## src/rtl/tlc_pkg.sv

```systemverilog
// Shared types and constants for the traffic-light phase controller.
// Optional night flashing mode is enabled by defining TLC_NIGHT_FLASH_EN.
package tlc_pkg;

  typedef enum logic [2:0] {
    NS_GREEN  = 3'd0,
    NS_YELLOW = 3'd1,
    ALL_RED_1 = 3'd2,
    EW_GREEN  = 3'd3,
    EW_YELLOW = 3'd4,
    ALL_RED_2 = 3'd5,
    PED_WALK  = 3'd6
`ifdef TLC_NIGHT_FLASH_EN
    , FLASH   = 3'd7
`endif
  } state_t;

  localparam logic [2:0] LIGHT_RED = 3'b100;
  localparam logic [2:0] LIGHT_YEL = 3'b010;
  localparam logic [2:0] LIGHT_GRN = 3'b001;
  localparam logic [2:0] LIGHT_OFF = 3'b000;

  localparam logic NS = 1'b0;
  localparam logic EW = 1'b1;

`ifdef TLC_NIGHT_FLASH_EN
  // Ticks per half-period of the night flash pattern.
  localparam int FLASH_T = 5;
`endif

endpackage

```

## src/rtl/tlc_phase_timer.sv

```systemverilog
// Per-phase down counter: loads D-1 on phase entry, decrements on each tick,
// and flags expiry on the tick that finds it already at zero.
module tlc_phase_timer #(
  parameter int               CNT_W   = 10,
  parameter logic [CNT_W-1:0] RST_VAL = '0
) (
  input  logic             clk,
  input  logic             reset,
  input  logic             load,
  input  logic [CNT_W-1:0] load_val,
  input  logic             tick,
  output logic [CNT_W-1:0] time_left,
  output logic             expire
);

  assign expire = tick & (time_left == '0);

  always_ff @(posedge clk) begin
    if (reset) begin
      time_left <= RST_VAL;
    end else if (load) begin
      time_left <= load_val;
    end else if (tick && time_left != '0) begin
      time_left <= time_left - 1'b1;
    end
  end

endmodule

```

## src/rtl/tlc_phase_fsm.sv

```systemverilog
// Traffic-light phase sequencer with pedestrian walk insertion.
// Define TLC_NIGHT_FLASH_EN to add the night_mode input and FLASH state.
module tlc_phase_fsm
  import tlc_pkg::*;
#(
  parameter int GREEN_T  = 300,
  parameter int YELLOW_T = 40,
  parameter int ALLRED_T = 20,
  parameter int WALK_T   = 100,
  parameter int CNT_W    = 10
) (
  input  logic             clk,
  input  logic             reset,
  input  logic             tick,
  input  logic             ped_btn,
`ifdef TLC_NIGHT_FLASH_EN
  input  logic             night_mode,
`endif
  output logic [2:0]       ns_light,
  output logic [2:0]       ew_light,
  output logic             walk,
  output logic             ped_pending,
  output logic [CNT_W-1:0] time_left
);

  state_t           state, state_nxt;
  logic             next_dir, next_dir_nxt;
  logic             ped_pending_nxt;
  logic [2:0]       ns_nxt, ew_nxt;
  logic             walk_nxt;
  logic             load, expire;
  logic [CNT_W-1:0] load_val;
`ifdef TLC_NIGHT_FLASH_EN
  logic             flash_on, flash_nxt;
`endif

  function automatic logic [CNT_W-1:0] phase_len(input state_t s);
    case (s)
      NS_GREEN, EW_GREEN:   phase_len = CNT_W'(GREEN_T - 1);
      NS_YELLOW, EW_YELLOW: phase_len = CNT_W'(YELLOW_T - 1);
      PED_WALK:             phase_len = CNT_W'(WALK_T - 1);
`ifdef TLC_NIGHT_FLASH_EN
      FLASH:                phase_len = CNT_W'(FLASH_T - 1);
`endif
      default:              phase_len = CNT_W'(ALLRED_T - 1);
    endcase
  endfunction

  tlc_phase_timer #(
    .CNT_W   (CNT_W),
    .RST_VAL (CNT_W'(ALLRED_T - 1))
  ) u_timer (
    .clk       (clk),
    .reset     (reset),
    .load      (load),
    .load_val  (load_val),
    .tick      (tick),
    .time_left (time_left),
    .expire    (expire)
  );

  always_comb begin
    state_nxt    = state;
    next_dir_nxt = next_dir;
`ifdef TLC_NIGHT_FLASH_EN
    flash_nxt    = flash_on;
    if (state == FLASH) begin
      if (tick && !night_mode) begin
        state_nxt = ALL_RED_2;
      end else if (expire) begin
        flash_nxt = ~flash_on;
      end
    end else
`endif
    if (expire) begin
      case (state)
        NS_GREEN:  state_nxt = NS_YELLOW;
        NS_YELLOW: state_nxt = ALL_RED_1;
        EW_GREEN:  state_nxt = EW_YELLOW;
        EW_YELLOW: state_nxt = ALL_RED_2;
        ALL_RED_1: begin
          next_dir_nxt = EW;
          state_nxt    = ped_pending ? PED_WALK : EW_GREEN;
        end
        ALL_RED_2: begin
          next_dir_nxt = NS;
          state_nxt    = ped_pending ? PED_WALK : NS_GREEN;
        end
        PED_WALK:  state_nxt = (next_dir == EW) ? EW_GREEN : NS_GREEN;
        default:   state_nxt = ALL_RED_2;
      endcase
`ifdef TLC_NIGHT_FLASH_EN
      // Night mode overrides the normal successor of either clearance phase.
      if ((state == ALL_RED_1 || state == ALL_RED_2) && night_mode) begin
        state_nxt = FLASH;
        flash_nxt = 1'b1;
      end
`endif
    end

    load = (state_nxt != state);
`ifdef TLC_NIGHT_FLASH_EN
    if (state == FLASH && state_nxt == FLASH && expire) load = 1'b1;
`endif
    load_val = phase_len(state_nxt);

    // Entering the walk clears the request even if the button is still held.
    ped_pending_nxt = ped_pending;
    if (state_nxt == PED_WALK && state != PED_WALK) begin
      ped_pending_nxt = 1'b0;
    end else if (ped_btn && state != PED_WALK) begin
      ped_pending_nxt = 1'b1;
    end

    ns_nxt   = LIGHT_RED;
    ew_nxt   = LIGHT_RED;
    walk_nxt = 1'b0;
    case (state_nxt)
      NS_GREEN:  ns_nxt   = LIGHT_GRN;
      NS_YELLOW: ns_nxt   = LIGHT_YEL;
      EW_GREEN:  ew_nxt   = LIGHT_GRN;
      EW_YELLOW: ew_nxt   = LIGHT_YEL;
      PED_WALK:  walk_nxt = 1'b1;
`ifdef TLC_NIGHT_FLASH_EN
      FLASH: begin
        ns_nxt = flash_nxt ? LIGHT_YEL : LIGHT_OFF;
        ew_nxt = flash_nxt ? LIGHT_RED : LIGHT_OFF;
      end
`endif
      default: ;
    endcase
  end

  always_ff @(posedge clk) begin
    if (reset) begin
      state       <= ALL_RED_2;
      next_dir    <= NS;
      ped_pending <= 1'b0;
      ns_light    <= LIGHT_RED;
      ew_light    <= LIGHT_RED;
      walk        <= 1'b0;
`ifdef TLC_NIGHT_FLASH_EN
      flash_on    <= 1'b0;
`endif
    end else begin
      state       <= state_nxt;
      next_dir    <= next_dir_nxt;
      ped_pending <= ped_pending_nxt;
      ns_light    <= ns_nxt;
      ew_light    <= ew_nxt;
      walk        <= walk_nxt;
`ifdef TLC_NIGHT_FLASH_EN
      flash_on    <= flash_nxt;
`endif
    end
  end

endmodule

```

## config.mk

```make
export PLATFORM = sky130hd
export DESIGN_NAME = tlc_phase_fsm
export DESIGN_NICKNAME = d
export VERILOG_FILES = /design/src/rtl/tlc_pkg.sv /design/src/rtl/tlc_phase_timer.sv /design/src/rtl/tlc_phase_fsm.sv
export SDC_FILE = /design/constraint.sdc
export NUM_CORES = 1
export LEC_CHECK = 0
export CAP_MARGIN = 40
export CORE_MARGIN = 2
export CORE_UTILIZATION = 45
export DETAILED_ROUTE_END_ITERATION = 12
export PLACE_DENSITY = 0.85
export SLEW_MARGIN = 20
export SYNTH_ARGS = -nofsm -noshare
export SYNTH_HDL_FRONTEND = slang
export SYNTH_SLANG_ARGS = --single-unit
```

## constraint.sdc

```tcl
create_clock -name clk -period 2.17 [get_ports clk]
set_input_delay 0.3255 -clock clk [delete_from_list [all_inputs] [get_ports clk]]
set_output_delay 0.3255 -clock clk [all_outputs]
set_load 0.01 [all_outputs]
```

==> impl_metrics.prom <==
# TYPE chip_impl_metric gauge
chip_impl_metric{name="worstHoldPathCells",unit=""} 2
chip_impl_metric{name="drt_first_pass_iters",unit=""} 5
chip_impl_metric{name="placedCellCount",unit=""} 204
chip_impl_metric{name="initial_utilization",unit="%"} 46.3
chip_impl_metric{name="drt_drc_violations_left",unit=""} 0
chip_impl_metric{name="cts_num_sinks",unit=""} 22
chip_impl_info{name="synth_area_leaders",value="sky130_fd_sc_hd__dfxtp_1, sky130_fd_sc_hd__a21oi_1, sky130_fd_sc_hd__nand2_1"} 1
chip_impl_metric{name="cts_made_buffers",unit=""} 3
chip_impl_metric{name="cts-hold-fix-buffers",unit=""} 0
chip_impl_metric{name="routed_wirelength",unit="um"} 3120
chip_impl_metric{name="yosys.area_share.simple",unit="%"} 32.0
chip_impl_metric{name="wire_length_of_the_first_global_routing_pass",unit="um"} 4900
chip_impl_metric{name="synth.top_cell.area_share",unit="%"} 39.1
chip_impl_metric{name="p_leak",unit="nW"} 0.648
chip_impl_metric{name="synth_compound_gate_area_share",unit="%"} 21.8
chip_impl_metric{name="detailedRoute.firstIterationViolations",unit=""} 38
chip_impl_metric{name="timing_hold_violations_final",unit=""} 0
chip_impl_metric{name="timing_worst_slew_pin_value",unit="ns"} 0.447
chip_impl_metric{name="sw_frac_of_total",unit="%"} 21.8
chip_impl_metric{name="drt.antenna.violating_nets",unit=""} 0
chip_impl_info{name="synth_top_family_by_area",value="simple AND/OR/NAND/NOR gates"} 1
chip_impl_metric{name="synth_cell_area",unit="um2"} 1130
chip_impl_metric{name="max_clock_skew",unit="ns"} 0.0125
chip_impl_metric{name="cap_violations",unit=""} 0
chip_impl_metric{name="synth.net_count",unit=""} 148
chip_impl_metric{name="synth_async_sr_flop_share",unit="%"} 0
chip_impl_info{name="clockRootBuffer",value="sky130_fd_sc_hd__clkbuf_4"} 1
chip_impl_metric{name="period_share",unit="%"} 102
chip_impl_metric{name="io_buffers",unit=""} 21
chip_impl_metric{name="ys_types",unit=""} 38
chip_impl_metric{name="power.density_cell_area",unit="nW/um2"} 496
chip_impl_metric{name="power.sequential.fraction",unit="%"} 51.8
chip_impl_metric{name="synthAdderAreaFrac",unit="%"} 2.22
chip_impl_metric{name="die_height",unit="um"} 54.1
chip_impl_info{name="ys.flop_type",value="sky130_fd_sc_hd__dfxtp_1"} 1
chip_impl_metric{name="antenna_violations_before_repair",unit=""} 0
chip_impl_metric{name="clock_latency",unit="ns"} 0.33
chip_impl_metric{name="dp_hpwl",unit="um"} 2140
chip_impl_metric{name="gp_routability_congestion",unit=""} 0.920
chip_impl_metric{name="yosys_register_bits",unit=""} 22
chip_impl_metric{name="design.die.area",unit="um2"} 2920
chip_impl_metric{name="power.combinational.fraction",unit="%"} 7.7
chip_impl_metric{name="internal-power",unit="uW"} 625
chip_impl_metric{name="switching_power",unit="uW"} 174
chip_impl_metric{name="synth.area.mux_share",unit="%"} 0
chip_impl_metric{name="layout_setup_ws",unit="ns"} -0.0395
chip_impl_metric{name="cts.clk_slew.worst_paths",unit="ns"} 0.14
chip_impl_metric{name="crit_fanout",unit=""} 8
chip_impl_info{name="synth_commonest_cells",value="sky130_fd_sc_hd__dfxtp_1, sky130_fd_sc_hd__nand2_1, sky130_fd_sc_hd__nor2_1, sky130_fd_sc_hd__a21oi_1, sky130_fd_sc_hd__nor3_1"} 1
chip_impl_metric{name="fill_cells",unit=""} 191
chip_impl_metric{name="wire_per_inst",unit="um"} 14.6
chip_impl_metric{name="worst_ep_arrival_time",unit="ns"} 2.48
chip_impl_info{name="crit_type",value="flip-flop to flip-flop"} 1
chip_impl_metric{name="cp_data_required_time",unit="ns"} 2.44
chip_impl_metric{name="fin_crit",unit="ns"} 2.21
chip_impl_metric{name="max-slew-margin-rel",unit="%"} 70.2
chip_impl_metric{name="viasPerCell",unit=""} 5.74
chip_impl_metric{name="seq_area",unit="um2"} 444
chip_impl_metric{name="report.final.slew_viol_count",unit=""} 0
chip_impl_metric{name="fin_nets",unit=""} 190
chip_impl_metric{name="instances_no_fill",unit=""} 213
chip_impl_metric{name="placement.setup.worst_slack",unit="ns"} -0.148
chip_impl_metric{name="number_of_enable_flip_flop_cells_after_synthesis",unit=""} 0
chip_impl_info{name="run_status",value="finished with violations"} 1
chip_impl_info{name="rr_startpoint",value="u_timer.time_left[5]$_SDFFE_PP0P_"} 1
chip_impl_metric{name="count_of_yosys_warnings_during_synthesis",unit=""} 0
chip_impl_metric{name="pwr-share-clk",unit="%"} 40.5
chip_impl_metric{name="die_width",unit="um"} 54.1
chip_impl_info{name="synth_top_cell_by_area",value="sky130_fd_sc_hd__dfxtp_1"} 1
chip_impl_metric{name="coreArea",unit="um2"} 2430
chip_impl_info{name="hold_path_startpoint",value="u_timer.time_left[8]$_SDFFE_PP0P_"} 1
chip_impl_info{name="worstHoldEndpoint",value="u_timer.time_left[8]$_SDFFE_PP0P_"} 1
chip_impl_metric{name="synth.avg_cell_area",unit="um2"} 7.94
chip_impl_metric{name="irDropWorstVdd",unit="mV"} 0.373
chip_impl_metric{name="worst_r2r_path_depth",unit=""} 7
chip_impl_metric{name="growth_of_design_area_from_synthesis_to_finish",unit="%"} 42.8
chip_impl_info{name="timing.rr.end",value="ns_light[1]$_SDFF_PP0_"} 1
chip_impl_metric{name="multi_input_gate_area",unit="um2"} 674
chip_impl_metric{name="yosysSeqAreaShare",unit="%"} 39.1
chip_impl_metric{name="netlist_instances",unit=""} 142
chip_impl_info{name="holdCritPathClass",value="flip-flop to flip-flop"} 1
chip_impl_metric{name="globalRouteTotalUtil",unit="%"} 22.9
chip_impl_metric{name="via_count",unit=""} 1223
chip_impl_info{name="worstSetupEndpointType",value="flip-flop"} 1
chip_impl_metric{name="clk_buf_depth",unit=""} 2
chip_impl_metric{name="num_rows",unit=""} 18
chip_impl_info{name="grt_setup_unrepaired",value="yes"} 1
chip_impl_info{name="violations",value="negative setup slack"} 1
chip_impl_metric{name="diodes",unit=""} 0
chip_impl_metric{name="post_synth_xor_area_fraction",unit="%"} 0
chip_impl_info{name="synth_most_common_cell",value="sky130_fd_sc_hd__dfxtp_1"} 1
chip_impl_metric{name="grt_max_degree",unit=""} 15
chip_impl_metric{name="r2r_slack",unit="ns"} -0.04
chip_impl_metric{name="ioPinCount",unit=""} 22
chip_impl_metric{name="clock.fmax",unit="GHz"} 0.453
chip_impl_metric{name="setup_viol",unit=""} 3
chip_impl_metric{name="grt_pass1_vias",unit=""} 1118
chip_impl_info{name="cts_tree",value="done"} 1
chip_impl_info{name="worstSetupStartpointType",value="flip-flop"} 1
chip_impl_metric{name="h-tree-depth",unit=""} 1
chip_impl_metric{name="globalRouteOverflowTotal",unit=""} 0
chip_impl_metric{name="drive_above_1_share",unit="%"} 25.1
-- metrics by stage --
step                area [um2]  hold WS, ns  setup TNS, ns  utilization [%]  total power, mW
global placement          1470        0.506         -0.108             60.5            0.477
finish                    1610        0.563        -0.0815             66.2            0.799
global route              1610        0.610         -0.331             66.2            0.813
CTS                       1580        0.555        -0.0229             64.8            0.791
detailed placement        1470        0.521         -0.386             60.5            0.479
floorplan                 1130        0.404              0                -            0.448
-- state kept, by name, indices dropped and copies added, names as in the netlist --
signal / flops
u_timer.time_left: 10
ew_light: 3
state: 3
next_dir: 1
ped_pending: 1
ns_light: 3
walk: 1
-- worst max path at each step --
stage                                       from                     end  slack (ns)  cells past startpoint
2_1_floorplan  u_timer.time_left[5]$_SDFFE_PP0P_  ew_light[2]$_SDFF_PP1_        0.01                      6
3_3_place_gp                                tick  ew_light[2]$_SDFF_PP1_       -0.06                      7
3_5_place_dp                                tick  ew_light[0]$_SDFF_PP0_       -0.15                      7
4_1_cts        u_timer.time_left[5]$_SDFFE_PP0P_  ns_light[1]$_SDFF_PP0_       -0.02                      7
5_1_grt        u_timer.time_left[1]$_SDFFE_PP1P_  ns_light[0]$_SDFF_PP0_       -0.09                      9
6_report       u_timer.time_left[5]$_SDFFE_PP0P_  ns_light[1]$_SDFF_PP0_       -0.04                      7
-- area by class of cell --
type                    instances  area share [%]
multi-input cells             107            41.9
flip-flops and latches         22            27.6
repair buffers                 43            23.3
well taps                      30            2.33
clock inverters                 1            1.86
inverters                       7            1.63
clock buffers                   3            1.40
-- layer usage --
| metal | vias to the layer above | part of all wire [%] | global-route usage (%) |
|---|---|---|---|
| met1 | 557 | 40 | 27.9 |
| met5 | - | 0 | 0 |
| li1 | 594 | - | - |
| met2 | 53 | 51 | 40.0 |
| met4 | 0 | 4.1 | 10.0 |
| met3 | 19 | 5.0 | 2.78 |
-- worst max-delay path: stages (launching register included) --
cell                       delay (ns)
sky130_fd_sc_hd__dfxtp_2         0.34
sky130_fd_sc_hd__or4_4           0.53
sky130_fd_sc_hd__or4_4           0.51
sky130_fd_sc_hd__o22a_1          0.21
sky130_fd_sc_hd__o211ai_2        0.23
sky130_fd_sc_hd__buf_4           0.17
sky130_fd_sc_hd__nand3_4         0.07
sky130_fd_sc_hd__nor2_1          0.10
-- cell families after synthesis --
kind of cell,count (synthesis)
AO/OA/AOI/OAI,38
adder cells (fa/ha/maj),2
buffers and inverters,13
flip-flops,22
AND/OR/NAND/NOR,67
-- power by group through the flow --
stage | sequential [mW] | clock (mW) | combinational, mW
after floorplan | 0.426 | 0 | 0.0218
after global placement | 0.422 | 0 | 0.0548
after detailed placement | 0.422 | 0 | 0.0568
after CTS | 0.413 | 0.320 | 0.0579
after global routing | 0.415 | 0.332 | 0.0664
final | 0.414 | 0.324 | 0.0612
-- layout by cell type, fill, tap and decap left out, types with 2 or more instances in the layout --
master	n
sky130_fd_sc_hd__nor2_1	14
sky130_fd_sc_hd__clkbuf_4	3
sky130_fd_sc_hd__nand4_1	3
sky130_fd_sc_hd__dfxtp_2	3
sky130_fd_sc_hd__buf_4	22
sky130_fd_sc_hd__nor3_1	9
sky130_fd_sc_hd__clkdlybuf4s50_1	21
sky130_fd_sc_hd__nor3_2	2
sky130_fd_sc_hd__o21ai_2	2
sky130_fd_sc_hd__ha_1	2
sky130_fd_sc_hd__o21ai_0	8
sky130_fd_sc_hd__o31a_2	2
sky130_fd_sc_hd__nand2_1	14
sky130_fd_sc_hd__dfxtp_1	19
sky130_fd_sc_hd__nand2b_1	4
sky130_fd_sc_hd__a21oi_1	13
sky130_fd_sc_hd__or4_4	2
sky130_fd_sc_hd__o31ai_2	2
sky130_fd_sc_hd__nor2b_1	3
sky130_fd_sc_hd__nand3_1	5
sky130_fd_sc_hd__inv_1	6
sky130_fd_sc_hd__and2_1	2
sky130_fd_sc_hd__nand3b_1	2
-- timing repair --
action	CTS	global route
endpoints found under the setup margin	2	6
buffers inserted	4	1
pin swaps	4	2
resized for setup	5	6
(Power assumes the default switching activity.)
